**src/rtl/fetch_queue.sv**
```systemverilog
// Instruction prefetch queue feeding IF/ID. Issues sequential fetches to a
// variable-latency instruction memory, buffers PC-tagged responses in a small
// FIFO and flushes wrong-path work on a branch redirect from ID.
module fetch_queue #(
    parameter int unsigned DEPTH    = 4,
    parameter logic [63:0] RESET_PC = 64'h0
) (
    input  logic        clk,
    input  logic        rst,
    output logic        imem_req,
    output logic [63:0] imem_addr,
    input  logic        imem_ready,
    input  logic        imem_rvalid,
    input  logic [31:0] imem_rdata,
    output logic        instr_valid,
    output logic [31:0] instr_out,
    output logic [63:0] pc_out,
    input  logic        stall,
    input  logic        redirect,
    input  logic [63:0] redirect_pc
);

    localparam int unsigned PtrW = $clog2(DEPTH);
    localparam int unsigned CntW = PtrW + 1;
    localparam logic [CntW-1:0] DepthCnt = CntW'(DEPTH);
    localparam logic [31:0] Nop = 32'h0000_0013;

    typedef enum logic [0:0] {StRun, StDrain} state_e;

    state_e          state_q, state_d;
    logic [63:0]     fetch_pc_q, fetch_pc_d;
    logic [63:0]     resp_pc_q, resp_pc_d;
    logic [63:0]     pc_hold_q, pc_hold_d;
    logic [CntW-1:0] count_q, count_d;
    logic [CntW-1:0] outst_q, outst_d;
    logic [CntW-1:0] stale_q, stale_d;
    logic [PtrW-1:0] head_q, head_d;
    logic [PtrW-1:0] tail_q, tail_d;

    logic [31:0]     instr_mem_q [DEPTH];
    logic [63:0]     pc_mem_q    [DEPTH];

    logic [CntW:0]   credit_used;
    logic [63:0]     redir_target;
    logic            handshake;
    logic            enq;
    logic            deq;

    // Credits cover both buffered entries and in-flight requests, so every
    // accepted request is guaranteed a FIFO slot when its response returns.
    assign credit_used  = {1'b0, count_q} + {1'b0, outst_q};
    assign redir_target = redirect_pc & ~64'd3;

    assign imem_req    = rst && (state_q == StRun) && !redirect &&
                         (credit_used < {1'b0, DepthCnt});
    assign imem_addr   = fetch_pc_q;
    assign handshake   = imem_req && imem_ready;

    assign instr_valid = (count_q != '0);
    assign deq         = instr_valid && !stall;
    assign enq         = rst && (state_q == StRun) && !redirect && imem_rvalid;

    assign instr_out   = instr_valid ? instr_mem_q[head_q] : Nop;
    assign pc_out      = instr_valid ? pc_mem_q[head_q] : pc_hold_q;

    // Next-state for fetch/response PCs, credit counters, FIFO pointers and FSM.
    always_comb begin
        state_d    = state_q;
        fetch_pc_d = fetch_pc_q;
        resp_pc_d  = resp_pc_q;
        count_d    = count_q;
        outst_d    = outst_q;
        stale_d    = stale_q;
        head_d     = head_q;
        tail_d     = tail_q;
        pc_hold_d  = instr_valid ? pc_mem_q[head_q] : pc_hold_q;

        if (redirect) begin
            fetch_pc_d = redir_target;
            resp_pc_d  = redir_target;
            count_d    = '0;
            head_d     = '0;
            tail_d     = '0;
            // A response landing in the redirect cycle is dropped right here.
            stale_d    = outst_q - CntW'(imem_rvalid && (outst_q != '0));
            outst_d    = stale_d;
            state_d    = (stale_d != '0) ? StDrain : StRun;
        end else begin
            unique case (state_q)
                StRun: begin
                    if (handshake) begin
                        fetch_pc_d = fetch_pc_q + 64'd4;
                    end
                    if (enq) begin
                        tail_d    = tail_q + PtrW'(1);
                        resp_pc_d = resp_pc_q + 64'd4;
                    end
                    outst_d = outst_q + CntW'(handshake) - CntW'(enq);
                end
                StDrain: begin
                    if (imem_rvalid && (stale_q != '0)) begin
                        stale_d = stale_q - CntW'(1);
                        outst_d = outst_q - CntW'(1);
                    end
                    if (stale_d == '0) begin
                        state_d = StRun;
                    end
                end
                default: state_d = StRun;
            endcase
            if (deq) begin
                head_d = head_q + PtrW'(1);
            end
            count_d = count_q + CntW'(enq) - CntW'(deq);
        end
    end

    // Control state register with synchronous active-low reset.
    always_ff @(posedge clk) begin
        if (!rst) begin
            state_q    <= StRun;
            fetch_pc_q <= RESET_PC;
            resp_pc_q  <= RESET_PC;
            pc_hold_q  <= 64'h0;
            count_q    <= '0;
            outst_q    <= '0;
            stale_q    <= '0;
            head_q     <= '0;
            tail_q     <= '0;
        end else begin
            state_q    <= state_d;
            fetch_pc_q <= fetch_pc_d;
            resp_pc_q  <= resp_pc_d;
            pc_hold_q  <= pc_hold_d;
            count_q    <= count_d;
            outst_q    <= outst_d;
            stale_q    <= stale_d;
            head_q     <= head_d;
            tail_q     <= tail_d;
        end
    end

    // FIFO storage; contents are only meaningful below count, so no reset.
    always_ff @(posedge clk) begin
        if (enq) begin
            instr_mem_q[tail_q] <= imem_rdata;
            pc_mem_q[tail_q]    <= resp_pc_q;
        end
    end

    no_overflow: assert property (@(posedge clk) disable iff (!rst)
        enq |-> (count_q != DepthCnt));

endmodule

```
**config.mk**
```make
export PLATFORM = sky130hd
export DESIGN_NAME = fetch_queue
export DESIGN_NICKNAME = d
export VERILOG_FILES = /design/src/rtl/fetch_queue.sv
export SDC_FILE = /design/constraint.sdc
export NUM_CORES = 1
export LEC_CHECK = 0
export BUFFER_PORTS_ARGS = -buffer_cell sky130_fd_sc_hd__buf_2
export CAP_MARGIN = 20
export CORE_MARGIN = 10
export CORE_UTILIZATION = 55
export DETAILED_ROUTE_END_ITERATION = 12
export HOLD_SLACK_MARGIN = 0.12
export PLACE_DENSITY = 0.8
export SYNTH_ARGS = -nofsm -noshare
export SYNTH_HDL_FRONTEND = slang
export SYNTH_SLANG_ARGS = --single-unit
export TNS_END_PERCENT = 10
```
**constraint.sdc**
```tcl
create_clock -name clk -period 5.3 [get_ports clk]
set_input_delay 0.53 -clock clk [delete_from_list [all_inputs] [get_ports clk]]
set_output_delay 0.53 -clock clk [all_outputs]
set_load 0.02 [all_outputs]
```
==> results.md, run 1 <==
- Run status: finished, final reports clean
- Min cycle time layout: 3.55 ns
- Tot GR Track Use: 0.229
- WHS Endpoint: instr_mem_q[2][10]
- Yosys top cell by area: edfxtp_1
- Placed insts: 2555
- Worst-path maximum fanout: 68
- Core Box Area: 44000 um2
- R2R cell count: 7
- HP Start: imem_rdata[10]
- Fin. max-slew vios: 0
- Die footprint: 53100 um2
- Leakage: 9.92 nW
- Drt drc: 0
- Mapped Cells: 1781
- Min-Delay Path Class: in -> reg
- Floorplan row count: 77
- Pwr dens: 368 nW/um2
- Fin crit share: 0.671
- Finished Layout Cells: 2663
- Worst Path Required: 4.77 ns
- Vias in the first global route: 16.2k
- Syn. warnings: 0
- Synth top area cells: edfxtp_1 46%, dfxtp_1 17%, mux4_2 8.7%
- Synth async-reset ratio: 0
- PortBufs: 259
- Clock skew: 0.0193 ns
- Iteration-0 DRC Markers: 1600
- Resize count post-CTS: 0
- Achievable frequency: 281 MHz
- I/O pin count: 264
- Worst-path clk slew: 0.06 ns
- Drt pass-1 iters: 5
- Final Wtd Congestion: 0.932
- Crit path capture type: output pin
- Die Wd: 230 um
- Sequential area share after synthesis: 0.631
- Worst path slowest cell: dfxtp_4
- Slew HR: 0.289
- Reg2Reg Capture Point: instr_mem_q[0][30]
- Clock buffers created by TritonCTS: 56
- Syn_area_per_cell: 13.7 um2
- CTS Sinks: 580
- #FFs+latches synth: 580
- Hold Path Stages: 1
- Die height: 230 um
- Layout area overhead: 15.6%
- Antenna Nets Post-Route: 0
- Post-synthesis cell area: 24400 um2
- Synth unique cells: 73
- WL/cell: 23.3 um
- Worst skew pair latency: 0.60 ns
- Final TNS setup: 0 ns
- CP Launch Type: flop
- # H-tree levels: 2
- Number of flops mapped to enable cells by yosys: 376
- Final wirelength: 62.0 mm
- Via/cell ratio: 6.14
- Root buffer cell: clkbuf_16
- Initial antenna violation count: 2
- Global-route wire length before repair: 95.6 mm
- CTS tree: done
- RR Startpoint: state_q
- Sequence of cells on the critical path: buf_12, mux4_2, mux2_2, buf_2
- Max Root-Sink Buffers: 3
- FF-to-FF setup slack: 1.92 ns
- Ys flop type: edfxtp_1
- VDD IR max: 0.212 mV
- Share of cells above drive strength 1: 0.275
- DP HPWL: 41.3 mm
- Overflow after GRT: 0
- Final hold vios: 0
- CP arrival: 3.02 ns
- Commonest non-fill, non-tap cells in the layout: 376 x edfxtp_1, 259 x buf_2, 202 x dfxtp_1, 101 x and2_1, 94 x mux4_2
- Max_cap viols: 0
- Vias: 16.4k
- Nets@finish: 2145
- Fillers: 3225
- Critical path type: reg -> out
- Most common cell after layout, fill and taps aside: edfxtp_1
- Top cell type's share of synthesized area: 0.463
- Setup violators final: 0
- CP peak stage delay: 0.71 ns
- Initial Util: 0.553
- Worst-margin pin slew: 1.07 ns
- Largest net degree at the start of global routing: 105
- Unrepaired setup endpoints after global routing: no
[synthesized netlist by cell type, types with 29 or more instances]
library cell and instances:
a21oi_1 93, edfxtp_1 376, inv_1 34, clkbuf_1 72, xnor2_1 55, dfxtp_1 204, mux2_2 62, mux4_2 94
nor4_1 37, o21ai_0 69, nor3_1 29, nor2_1 78, xor2_1 35, nand2_1 87, nand3_1 51, nand4_1 50
and2_1 105
[what timing repair did]
| action | in CTS | in global routing |
|---|---|---|
| hold buffers | 2 | 0 |
| hold endpoints to repair | 6 | 0 |
| buffers inserted | 0 | 0 |
[metal layers]
metal / track usage / vias to the layer above / share of wire
li1: - / 7276 / -
met4: 0.0726 / 2 / 0.027
met5: 0 / - / 0.00016
met1: 0.319 / 8126 / 0.41
met2: 0.358 / 833 / 0.46
met3: 0.0460 / 123 / 0.099
[registers in the layout, summed over array words and instances, names as in the netlist, named ones only]
name and count:
outst_q 3, stale_q 3, pc_mem_q 248, pc_hold_q 64
state_q 1, instr_mem_q 128, imem_addr 62, resp_pc_q 62
count_q 3, head_q 2, tail_q 2
[worst max-delay path, delay by kind of cell (launching register included)]
family	cells	cell delay, ns
buffers and inverters	2	0.65
DFF	1	0.71
muxes	2	0.94
[how the worst max path moves through the flow]
| stage | startpoint | end | slack, ns | depth (start not counted) |
|---|---|---|---|---|
| detailed placement | imem_rvalid | instr_mem_q[0][24] | 1.76 | 8 |
| global route | flop | pc_out[61] | 1.50 | 4 |
| CTS | flop | pc_out[61] | 1.64 | 4 |
| finish | flop | pc_out[61] | 1.75 | 4 |
| floorplan | rst | instr_mem_q[0][0] | 1.19 | 6 |
| global placement | imem_rvalid | instr_mem_q[0][24] | 1.77 | 8 |
[logic make-up (layout without fill, tap and decap cells)]
group / count (synthesis) / count (layout) / synth area share
DFF: 580 / 580 / 0.631
buffers and inverters: 137 / 424 / 0.0225
muxes: 158 / 158 / 0.116
adders and majority gates: 20 / 20 / 0.0109
other: 1 / 4 / 0.000154
and+or+nand+nor: 528 / 528 / 0.122
AOI/OAI and AO/OA: 267 / 267 / 0.0648
xor gates and xnor gates: 90 / 90 / 0.0324
[per-stage QoR]
stage / area (um2) / total power [mW] / setup slack [ns] / hold slack, ns / utilization
after floorplan: 24400 / 5.97 / 1.19 / 0.444 / -
after global placement: 26200 / 6.34 / 1.77 / 0.459 / 0.596
after detailed placement: 26200 / 6.39 / 1.76 / 0.463 / 0.596
after CTS: 28200 / 10.4 / 1.64 / 0.121 / 0.640
after global routing: 28200 / 10.7 / 1.50 / 0.136 / 0.640
final: 28200 / 10.4 / 1.75 / 0.153 / 0.640
[power by group]
part	total [mW]	leakage, nW	switching (mW)	internal (mW)
Sequential	5.19	5.11	0.191	5.00
Combinational	1.12	3.87	0.689	0.430
Clock	4.06	0.932	1.68	2.38
Total	10.4	9.92	2.56	7.81
[layout make-up]
| cell class | count | area, um2 | area share |
|---|---|---|---|
| clock buffer | 74 | 1610 | 0.0573 |
| clock inverter | 30 | 285 | 0.0101 |
| multi-input combinational | 1065 | 8460 | 0.300 |
| timing repair buffer | 284 | 1540 | 0.0546 |
| sequential | 580 | 15400 | 0.546 |
| tap | 592 | 741 | 0.0263 |
| antenna | 2 | 5.00 | 0.000178 |
| inverter | 36 | 138 | 0.00489 |
Note: power is estimated with default switching activity, not from simulation.
==> inputs of run 2 (changes only) <==
- CORE_UTILIZATION: 55 -> 53
- PLACE_DENSITY: 0.8 -> 0.81
- clock period: 5.3 -> 2.9 ns (I/O delays scaled with it)
==> results.md, run 2 (same netlist as run 1, synthesis figures left out) <==
- NetSw: 4.79 mW
- Switching Share: 0.247
- Achievable frequency: 349 MHz
- Floorplan row count: 78
- Crit path depth: 14
- Nets@finish: 2281
- Clock power frac: 0.393
- Global-route wire length before repair: 100 mm
- DP HPWL: 43.6 mm
- Most common cell after layout, fill and taps aside: edfxtp_1
- Clock buffers created by TritonCTS: 56
- Worst-margin pin slew: 1.00 ns
- Placed insts: 2611
- Int Power: 14.6 mW
- Power share of the combinational group: 0.121
- Clock skew: 0.0174 ns
- Reg power frac: 0.485
- Max_cap viols: 0
- Leakage: 10.6 nW
- Iteration-0 DRC Markers: 1404
- Final wirelength: 65.2 mm
- Max Root-Sink Buffers: 3
- Fin crit share: 0.987
- Largest Register: pc_mem_q
- Share of cells above drive strength 1: 0.284
- CP Launch Type: flop
- CP top delay family: adder cells
- I/O pin count: 264
- Vias: 16.9k
- Tot Pwr: 19.4 mW
- Worst-path clk slew: 0.06 ns
- Root buffer cell: clkbuf_16
- Die Wd: 234 um
- Min-Delay Path Class: in -> reg
- Run status: finished, final reports clean
- Worst-path maximum fanout: 2
- Vias in the first global route: 17.1k
- Slew HR: 0.330
- PortBufs: 259
- Final hold vios: 0
- Worst skew pair latency: 0.61 ns
- Max reg flops: 248
- Sequence of cells on the critical path: ha_4, nor4_4, and4_4, inv_4, ha_4, inv_4, ha_4, fa_2, xor2_1, nor2_1, a31oi_1, o21ai_1, xnor2_1, nor2_1
- Top Registers: pc_mem_q (248), instr_mem_q (128), pc_hold_q (64)
- Critical path type: reg -> reg
- Layout area overhead: 21.7%
- Commonest non-fill, non-tap cells in the layout: 376 x edfxtp_1, 259 x buf_2, 200 x dfxtp_1, 101 x and2_1, 94 x mux4_2
- Crit path capture type: flop
- Die height: 234 um
- Finished Layout Cells: 2808
- Worst path most repeated cell: ha_4
- Tot GR Track Use: 0.236
- Antenna Nets Post-Route: 0
- Pwr dens: 655 nW/um2
- CP peak stage delay: 0.35 ns
- CP arrival: 3.36 ns
- WL/cell: 23.2 um
- Via/cell ratio: 6.02
- Worst path slowest cell: fa_2
- Initial antenna violation count: 3
- R2R cell count: 14
- Min cycle time layout: 2.86 ns
- VDD IR max: 0.435 mV
- CP bufs+invs: 2
- Hold Path Stages: 3
- # H-tree levels: 2
- Largest net degree at the start of global routing: 78
- Final hold slack: 0.174 ns
- Drt pass-1 iters: 5
- Overflow after GRT: 0
- CTS Sinks: 580
- Drt drc: 0
- CTS tree: done
- Fin. max-slew vios: 0
- Setup violators final: 0
- Worst Path Required: 3.39 ns
- Core Box Area: 45400 um2
- Die footprint: 54900 um2
- Initial Util: 0.537
- Unrepaired setup endpoints after global routing: yes
- Final Wtd Congestion: 0.960
run 2: cell count changes in the layout (fill, tap and decap cells not counted), moves of 3 or more:
cell	previous run	this run
buf_12	4	13
buf_4	19	58
clkinv_2	15	10
clkinvlp_4	4	7
dlygate4sd3_1	2	89
ha_1	18	15
ha_4	0	3
run 2: path summary, 6_finish.rpt:
check	from	to	slack, ns
setup reg to reg	outst_q[2]	outst_q[2]	0.04
hold / removal	redirect_pc[54]	imem_addr[54]	0.17
hold reg to reg	pc_hold_q[0]	pc_hold_q[0]	0.48
setup / recovery	outst_q[2]	outst_q[2]	0.04
run 2: what timing repair did:
action                                  CTS  global route
endpoints found under the setup margin   45             6
hold buffers                             89             0
resized for setup                         2            14
setup buffers                             0             1
hold endpoints to repair                238             0
pin swaps                                 0            10
run 2: area by class of cell:
| cell class | instances | area, um2 |
|---|---|---|
| repair buffers | 420 | 2890 |
| fillers | 3148 | 15700 |
| clock buffers | 75 | 1620 |
| multi-input cells | 1065 | 8510 |
| diodes | 1 | 2.50 |
| flip-flops and latches | 580 | 15400 |
| well taps | 600 | 751 |
| clock inverters | 31 | 348 |
| inverters | 36 | 146 |
run 2: power groups by stage:
stage | registers, mW | clock network [mW] | logic (mW)
final | 9.43 | 7.64 | 2.36
after detailed placement | 9.58 | 0 | 2.18
after global placement | 9.55 | 0 | 2.13
after global routing | 9.47 | 8.07 | 2.55
after CTS | 9.41 | 7.76 | 2.30
after floorplan | 9.59 | 0 | 1.31
run 2: routing by layer:
metal	part of all wire	up-vias	GRT usage	wire length [um]
met4	0.034	2	0.0953	2250
met5	0.00026	-	0	17
met1	0.41	8380	0.308	26400
met2	0.47	817	0.380	30600
li1	-	7562	-	-
met3	0.090	146	0.0508	5870
run 2: per-stage QoR:
step	utilization	setup TNS, ns	instance area, um2	setup slack [ns]
final	0.654	0	29700	0.0370
after global routing	0.653	-0.121	29700	-0.121
after CTS	0.652	0	29600	0.0340
after detailed placement	0.589	0	26700	0.0704
after global placement	0.589	0	26700	0.0189
after floorplan	-	-182.73	24400	-0.968
run 2: worst register-to-register path, delay by kind of cell (launching register included):
family / cells / cell delay [ns]
compound gates: 2 / 0.24
flops: 1 / 0.34
fa+ha+maj: 4 / 0.99
buf+inv: 2 / 0.07
simple gates: 4 / 0.70
xor+xnor: 2 / 0.39
